==> src/rtl/armleocpu_storebuffer.sv <==
// Posted-write store buffer: in-order FIFO of word stores drained over a valid/ready bus,
// with a sticky write-error flag. Optional macro ARMLEOCPU_STOREBUF_HAZARD_EN selects exact
// load-address hazard detection instead of the conservative "not empty" stall.
module armleocpu_storebuffer #(
    parameter int unsigned DEPTH = 4,
    parameter int unsigned AW    = 32,
    localparam int unsigned CW   = $clog2(DEPTH) + 1
) (
    input  logic          clk,
    input  logic          rst_n,

    input  logic          i_store_valid,
    output logic          o_store_ready,
    input  logic [AW-1:0] i_store_addr,
    input  logic [31:0]   i_store_data,
    input  logic [3:0]    i_store_mask,

    output logic          o_m_valid,
    input  logic          i_m_ready,
    output logic [AW-1:0] o_m_addr,
    output logic [31:0]   o_m_data,
    output logic [3:0]    o_m_strb,
    input  logic [1:0]    i_m_resp,

    output logic          o_empty,
    output logic [CW-1:0] o_count,

    input  logic [AW-1:0] i_load_addr,
    output logic          o_load_hazard,

    output logic          o_store_error,
    output logic [AW-1:0] o_store_error_addr,
    input  logic          i_store_error_clear
);

    localparam int unsigned PW = CW - 1;

    logic [AW-3:0] r_addr [DEPTH];
    logic [31:0]   r_data [DEPTH];
    logic [3:0]    r_strb [DEPTH];

    // Pointers carry one extra MSB so full and empty are distinguishable.
    logic [PW:0]   r_wptr;
    logic [PW:0]   r_rptr;
    logic          r_error;
    logic [AW-1:0] r_error_addr;

    logic [PW-1:0] w_widx;
    logic [PW-1:0] w_ridx;
    logic [CW-1:0] w_count;
    logic          w_empty;
    logic          w_full;
    logic          w_push;
    logic          w_pop;
    logic          w_new_error;
    logic          w_hazard;
    logic          w_unused;

    assign w_widx  = r_wptr[PW-1:0];
    assign w_ridx  = r_rptr[PW-1:0];
    assign w_count = r_wptr - r_rptr;
    assign w_empty = (w_count == '0);
    assign w_full  = (w_count == CW'(DEPTH));

    assign w_push = i_store_valid && !w_full && (i_store_mask != 4'b0000);
    assign w_pop  = !w_empty && i_m_ready;
    // A fresh error wins over a same-cycle clear and recaptures the address.
    assign w_new_error = w_pop && (i_m_resp != 2'b00) && (!r_error || i_store_error_clear);

    assign w_unused = ^{i_store_addr[1:0], i_load_addr[1:0]};

    always_ff @(posedge clk or negedge rst_n) begin
        if (!rst_n) begin
            r_wptr <= '0;
            r_rptr <= '0;
        end else begin
            if (w_push) begin
                r_wptr <= r_wptr + 1'b1;
            end
            if (w_pop) begin
                r_rptr <= r_rptr + 1'b1;
            end
        end
    end

    // Entry storage needs no reset: contents are only observed while occupied.
    always_ff @(posedge clk) begin
        if (w_push) begin
            r_addr[w_widx] <= i_store_addr[AW-1:2];
            r_data[w_widx] <= i_store_data;
            r_strb[w_widx] <= i_store_mask;
        end
    end

    always_ff @(posedge clk or negedge rst_n) begin
        if (!rst_n) begin
            r_error      <= 1'b0;
            r_error_addr <= '0;
        end else if (w_new_error) begin
            r_error      <= 1'b1;
            r_error_addr <= {r_addr[w_ridx], 2'b00};
        end else if (i_store_error_clear) begin
            r_error      <= 1'b0;
        end
    end

`ifdef ARMLEOCPU_STOREBUF_HAZARD_EN
    always_comb begin
        w_hazard = 1'b0;
        for (int i = 0; i < DEPTH; i++) begin
            logic [PW-1:0] off;
            off = PW'(i) - w_ridx;
            if ((CW'(off) < w_count) && (r_addr[i] == i_load_addr[AW-1:2])) begin
                w_hazard = 1'b1;
            end
        end
    end
`else
    logic w_unused_load;
    assign w_unused_load = ^i_load_addr;
    assign w_hazard      = !w_empty;
`endif

    always_comb begin
        o_store_ready      = !w_full;
        o_m_valid          = !w_empty;
        o_m_addr           = '0;
        o_m_data           = '0;
        o_m_strb           = '0;
        if (!w_empty) begin
            o_m_addr = {r_addr[w_ridx], 2'b00};
            o_m_data = r_data[w_ridx];
            o_m_strb = r_strb[w_ridx];
        end
        o_empty            = w_empty;
        o_count            = w_count;
        o_load_hazard      = w_hazard;
        o_store_error      = r_error;
        o_store_error_addr = r_error_addr;
    end

endmodule
==> config.mk <==
export PLATFORM = sky130hd
export DESIGN_NAME = armleocpu_storebuffer
export DESIGN_NICKNAME = d
export VERILOG_FILES = /design/src/rtl/armleocpu_storebuffer.sv
export SDC_FILE = /design/constraint.sdc
export NUM_CORES = 1
export LEC_CHECK = 0
export ABC_AREA = 1
export BUFFER_PORTS_ARGS = -buffer_cell sky130_fd_sc_hd__buf_2
export CORE_MARGIN = 4
export CORE_UTILIZATION = 30
export CTS_CLUSTER_SIZE = 20
export DETAILED_ROUTE_END_ITERATION = 8
export GPL_ROUTABILITY_DRIVEN = 0
export PLACE_DENSITY = 0.49
export SKIP_LAST_GASP = 1
export SYNTH_ARGS = -nofsm -noshare
export SYNTH_HDL_FRONTEND = slang
export SYNTH_SLANG_ARGS = --single-unit
==> constraint.sdc <==
create_clock -name clk -period 5.6 [get_ports clk]
set_input_delay 0.84 -clock clk [delete_from_list [all_inputs] [get_ports clk]]
set_output_delay 0.84 -clock clk [all_outputs]
set_load 0.1 [all_outputs]
## After elaboration in Yosys (flattened, before gate mapping)

Memory sizes are Yosys's and may differ from the RTL's.
Index checks and enable logic that the tools add are counted.

| cells by class | value |
|---|---|
| $add $sub $neg | 3 |
| multiply operators | 0 |
| div/mod/pow operators | 0 |
| $lt $le $gt $ge | 0 |
| equal/unequal tests | 1 |
| shift operators | 0 |
| multiplexer cells | 7 |
| bitwise logic cells | 0 |
| reductions and logical operators | 13 |

Operator list:

| cell | count |
|---|---|
| $mux 32 | 2 |
| $add 3x1->3 const B | 2 |
| $logic_and 1x1->1 | 5 |
| $mux 1 | 4 |
| $mux 4 | 1 |
| $reduce_bool 2->1 | 2 |
| $reduce_bool 4->1 | 1 |
| $eq 3x3->1 const B | 1 |
| $logic_not 1->1 | 3 |
| $logic_not 3->1 | 1 |
| $sub 3x3->3 | 1 |
| $logic_or 1x1->1 | 1 |

| word-level totals | value |
|---|---|
| bits in registers | 37 |
| bits in latches | 0 |
| bits in writable memories | 264 |
| memory bits (read-only) | 0 |
| input bits | 107 |
| output and inout bits | 108 |
| word-level logic and storage cells | 31 |
| memories | 3 |

Memory list:

| name | depth | bits a word | rd ports | clocked after Yosys merged registers in | write ports | line | source |
|---|---|---|---|---|---|---|---|
| r_data | 4 | 32 | 1 | 0 | 1 | 39 | `logic [31:0] r_data [DEPTH];` |
| r_addr | 4 | 30 | 1 | 0 | 1 | 38 | `logic [AW-3:0] r_addr [DEPTH];` |
| r_strb | 4 | 4 | 1 | 0 | 1 | 40 | `logic [3:0] r_strb [DEPTH];` |

## Depth between registers and ports, before layout

| logic depth | value |
|---|---|
| depth after elaboration | 7 |
| mapped depth | 12 |
| depth with buffers taken out | 11 |

## Worst setup path after synthesis

OpenSTA, ideal clock, no wires.

| path | value |
|---|---|
| path type | register -> register |
| from | register r_wptr[0] |
| to | memory r_addr[0][0] in the netlist's numbering, enable pin |
| setup time | 0.491 ns |
| arrival time | 5.839 ns |
| data required time | 5.109 ns |
| slack | -0.729 ns |
| stages on the path, launching flop included | 9 |
| buffers on the path | 0 |
| period minus slack after synthesis | 6.329 ns |
| cell sequence | dfrtp_1 -> inv_1 -> ha_1 -> fa_1 -> nand3_2 -> nand2_1 -> nand2_1 -> nand2_1 -> nor2_1 |

| on the way | value |
|---|---|
| cells in the longest elaborated chain, start to end | 7 |

RTL lines:

| what | line | source |
|---|---|---|
| start, declared | 43 | `logic [PW:0] r_wptr;` |
| start signal, assigned | 78 | `r_wptr <= r_wptr + 1'b1;` |
| $sub 3x3->3 | 61 | `assign w_count = r_wptr - r_rptr;` |
| via o_count[2] | 26 | `output logic [CW-1:0] o_count,` |
| $eq 3x3->1 | 63 | `assign w_full = (w_count == CW'(DEPTH));` |
| $logic_not 1->1 | n/a |  |
| via o_store_ready | 13 | `output logic o_store_ready,` |
| $logic_and 1x1->1 (2 in series) | 65 | `assign w_push = i_store_valid && !w_full && (i_store_mask != 4'b0000);` |
| $mux 1 | 88 | `if (w_push) begin` |
| $mux 1 (implied by the code) | 89 | `r_addr[w_widx] <= i_store_addr[AW-1:2];` |
| end, declared | 38 |  |

The timed path passes the listed nets, and every way through them passes these cells.

## Final worst setup path

| path | value |
|---|---|
| from | register r_rptr[0] |
| to | output port o_m_data[9] |

| on the way | value |
|---|---|
| cells in the longest elaborated chain, start to end | 3 |
| elaborated cells between the ends (all ways) | 4 |
| classes of those cells | 1 x add/sub; 1 x mux; 1 x reduce/logical; 1 x memory |

RTL lines:

| what | line | source |
|---|---|---|
| start, declared | 44 | `logic [PW:0] r_rptr;` |
| start signal, assigned | 81 | `r_rptr <= r_rptr + 1'b1;` |
| $sub 3x3->3 | 61 |  |
| $logic_not 3->1 | 62 | `assign w_empty = (w_count == '0);` |
| $mux 32 (*) | 130 | `if (!w_empty) begin` |
| end, declared | 21 | `output logic [31:0] o_m_data,` |

Every way passes the cells marked *; elsewhere a longest branch is shown, timed or not.

==> flow_summary.json <==
{
  "status": "finished clean",
  "synth_warnings": 0,
  "antenna_left": 0,
  "wire_per_inst_um": 18.0,
  "dieWidth_um": 208,
  "min-delay-path-class": "in2async",
  "synth_common_cells": "edfxtp_1, nand2_1, nor2_1",
  "synth.distinct_cells": 24,
  "start_kind": "flip-flop",
  "holdWs_ns": 0.400,
  "die_area_sq_um": 43100,
  "synth-async-reset-ratio_pct": 12.3,
  "final-setup-viol-count": 0,
  "hpwl_mm": 16.7,
  "fin_util_pct": 37.1,
  "cts_resized": 0,
  "worstPathMaxFanout": 72,
  "maxSlewHeadroom_pct": 30.6,
  "cts.sinks": 301,
  "vias": 7756,
  "grt_pass1_vias": 7792,
  "first_iter_violations": 420,
  "cap_violations": 0,
  "regArea_sq_um": 8860,
  "yosysTopAreaCellShare_pct": 66.3,
  "endpoint_kind": "primary output",
  "clkLatencyLatePin_ns": 0.53,
  "cts_hold_buf": 0,
  "finalCriticalPeriod_ns": 4.46,
  "drc": 0,
  "clkTransAtPathRegs_ns": 0.06,
  "tns_ns": 0,
  "num-fill-cells": 3856,
  "drive_above_1_share_pct": 21.1,
  "synth_edf_count": 264,
  "setup_ws_ns": 1.14,
  "synth-main-ff-cell": "edfxtp_1",
  "cts_setup_buffers": 0,
  "finalCritPeriodShare_pct": 79.6,
  "hold_viol_final": 0,
  "synth_top_area_cell": "edfxtp_1",
  "cts_made_buffers": 36,
  "rr_startpoint": "r_rptr[0]$_DFFE_PN0P_",
  "reg2reg_slack_ns": 1.50,
  "avgViaCountPerCell": 4.58,
  "initial_utilization_pct": 30.7,
  "synth_cells": 981,
  "slew_violations": 0,
  "cts_tree": "built",
  "syn_avg_cell_area_sq_um": 12.2,
  "yosysSeqAreaShare_pct": 74.0,
  "syn_area_sq_um": 12000,
  "arrival_ns": 3.62,
  "grt_max_degree": 74,
  "first_pass_iters": 4,
  "cts_htree_levels": 2,
  "clockRootBuffer": "clkbuf_16",
  "grt-ovfl-total": 0,
  "pre_cts_slack_ns": 1.36,
  "critPathKind": "reg2out",
  "grt_use_total_pct": 13.8,
  "reg2reg_to": "o_store_error_addr[18]$_DFFE_PN0P_",
  "tightest_slew_ns": 1.04,
  "cp.required_ns": 4.76,
  "synth_most_common_cell": "edfxtp_1",
  "reg2reg_depth": 9,
  "wirelength_mm": 30.6,
  "fmax_mhz": 224,
  "skew_ns": 0.0133,
  "antenna_found_initial": 8,
  "synth-seq-cells": 301,
  "antenna-diode-count": 0,
  "portBuffers": 176,
  "syn_to_final_growth_pct": 21.0,
  "fin_nets": 1265,
  "rows": 72,
  "grt_pass1_wl_mm": 46.7,
  "rsz0062_at_grt": "false",
  "core_sq_um": 39000,
  "die_h_um": 208,
  "cts_max_path_buffers": 3,
  "synthTopCellsByArea": "edfxtp_1, dfrtp_1, nand2_1",
  "multi_input_area_sq_um": 2510,
  "ios": 215
}
[worst max path at each step]
stage	slack [ns]	cells after the start	from	endpoint
floorplan	-0.73	8	r_wptr[0]$_DFFE_PN0N_	r_addr[0][0]$_DFFE_PP_
global placement	1.36	9	r_rptr[0]$_DFFE_PN0P_	o_store_error_addr[29]$_DFFE_PN0P_
detailed placement	1.36	9	r_rptr[0]$_DFFE_PN0P_	o_store_error_addr[29]$_DFFE_PN0P_
CTS	0.98	7	r_rptr[0]$_DFFE_PN0P_	o_m_data[1]
global route	0.86	8	r_rptr[0]$_DFFE_PN0P_	o_m_strb[2]
finish	1.14	7	r_rptr[0]$_DFFE_PN0P_	o_m_data[9]
[cell usage in the layout (no fill, tap or decap), types with 2 or more instances in the layout]
cell / n
buf_12: 3
buf_2: 176
buf_4: 9
bufinv_16: 2
clkbuf_1: 11
clkbuf_16: 37
clkbuf_8: 3
clkinv_1: 6
clkinv_2: 4
conb_1: 4
dfrtp_1: 35
dfrtp_4: 2
edfxtp_1: 264
ha_1: 7
inv_1: 83
nand2_1: 176
nand3_1: 4
nand3_2: 2
nor2_1: 134
nor2_4: 5
o21ai_0: 123
o21ai_1: 10
o22ai_1: 66
xor2_1: 2
[state kept, by name, summed over array words and instances, names as in the netlist]
signal	count
r_wptr	3
o_store_error	1
r_data	128
r_addr	120
r_rptr	3
r_strb	16
o_store_error_addr	30
[stage by stage]
stage          instance area [sq um]  cells
2_1_floorplan                  12000    984
3_3_place_gp                   13400   1630
3_5_place_dp                   13400   1630
4_1_cts                        14500   1694
5_1_grt                        14500   1694
6_report                       14500   1694
[routing by layer]
metal | track usage [%] | up-vias | wire length, um | part of all wire [%]
met3 | 3.64 | 61 | 2030 | 6.6
met2 | 22.1 | 208 | 13800 | 45
li1 | - | 3719 | - | -
met5 | 0 | - | 70 | 0.23
met4 | 4.24 | 14 | 665 | 2.2
met1 | 18.6 | 3754 | 14000 | 46
[layout make-up]
type / count / share of cell area (%)
tap: 518 / 4.48
sequential: 301 / 61.2
clock buffer: 51 / 6.97
timing repair buffer: 188 / 6.97
inverter: 85 / 2.22
clock inverter: 13 / 0.761
multi-input combinational: 538 / 17.4
[critical path, cell delays in order (launching register included)]
cell	delay, ns
dfrtp_4	0.74
ha_1	0.32
fa_1	0.39
nand3_2	0.12
nand3_4	0.78
nand2_1	0.32
inv_1	0.09
buf_2	0.30
[kinds of logic after synthesis]
family	count (synthesis)	synth area share, %
other cells	1	0.0314
fa+ha+maj	8	0.900
xor+xnor	2	0.146
compound gates	199	9.02
flops	301	74.0
buf+inv	145	5.37
simple gates	325	10.5
Power is left out: the tool's default activity adds up to more than one toggle a clock period on the data nets, which glitch-free logic cannot reach.
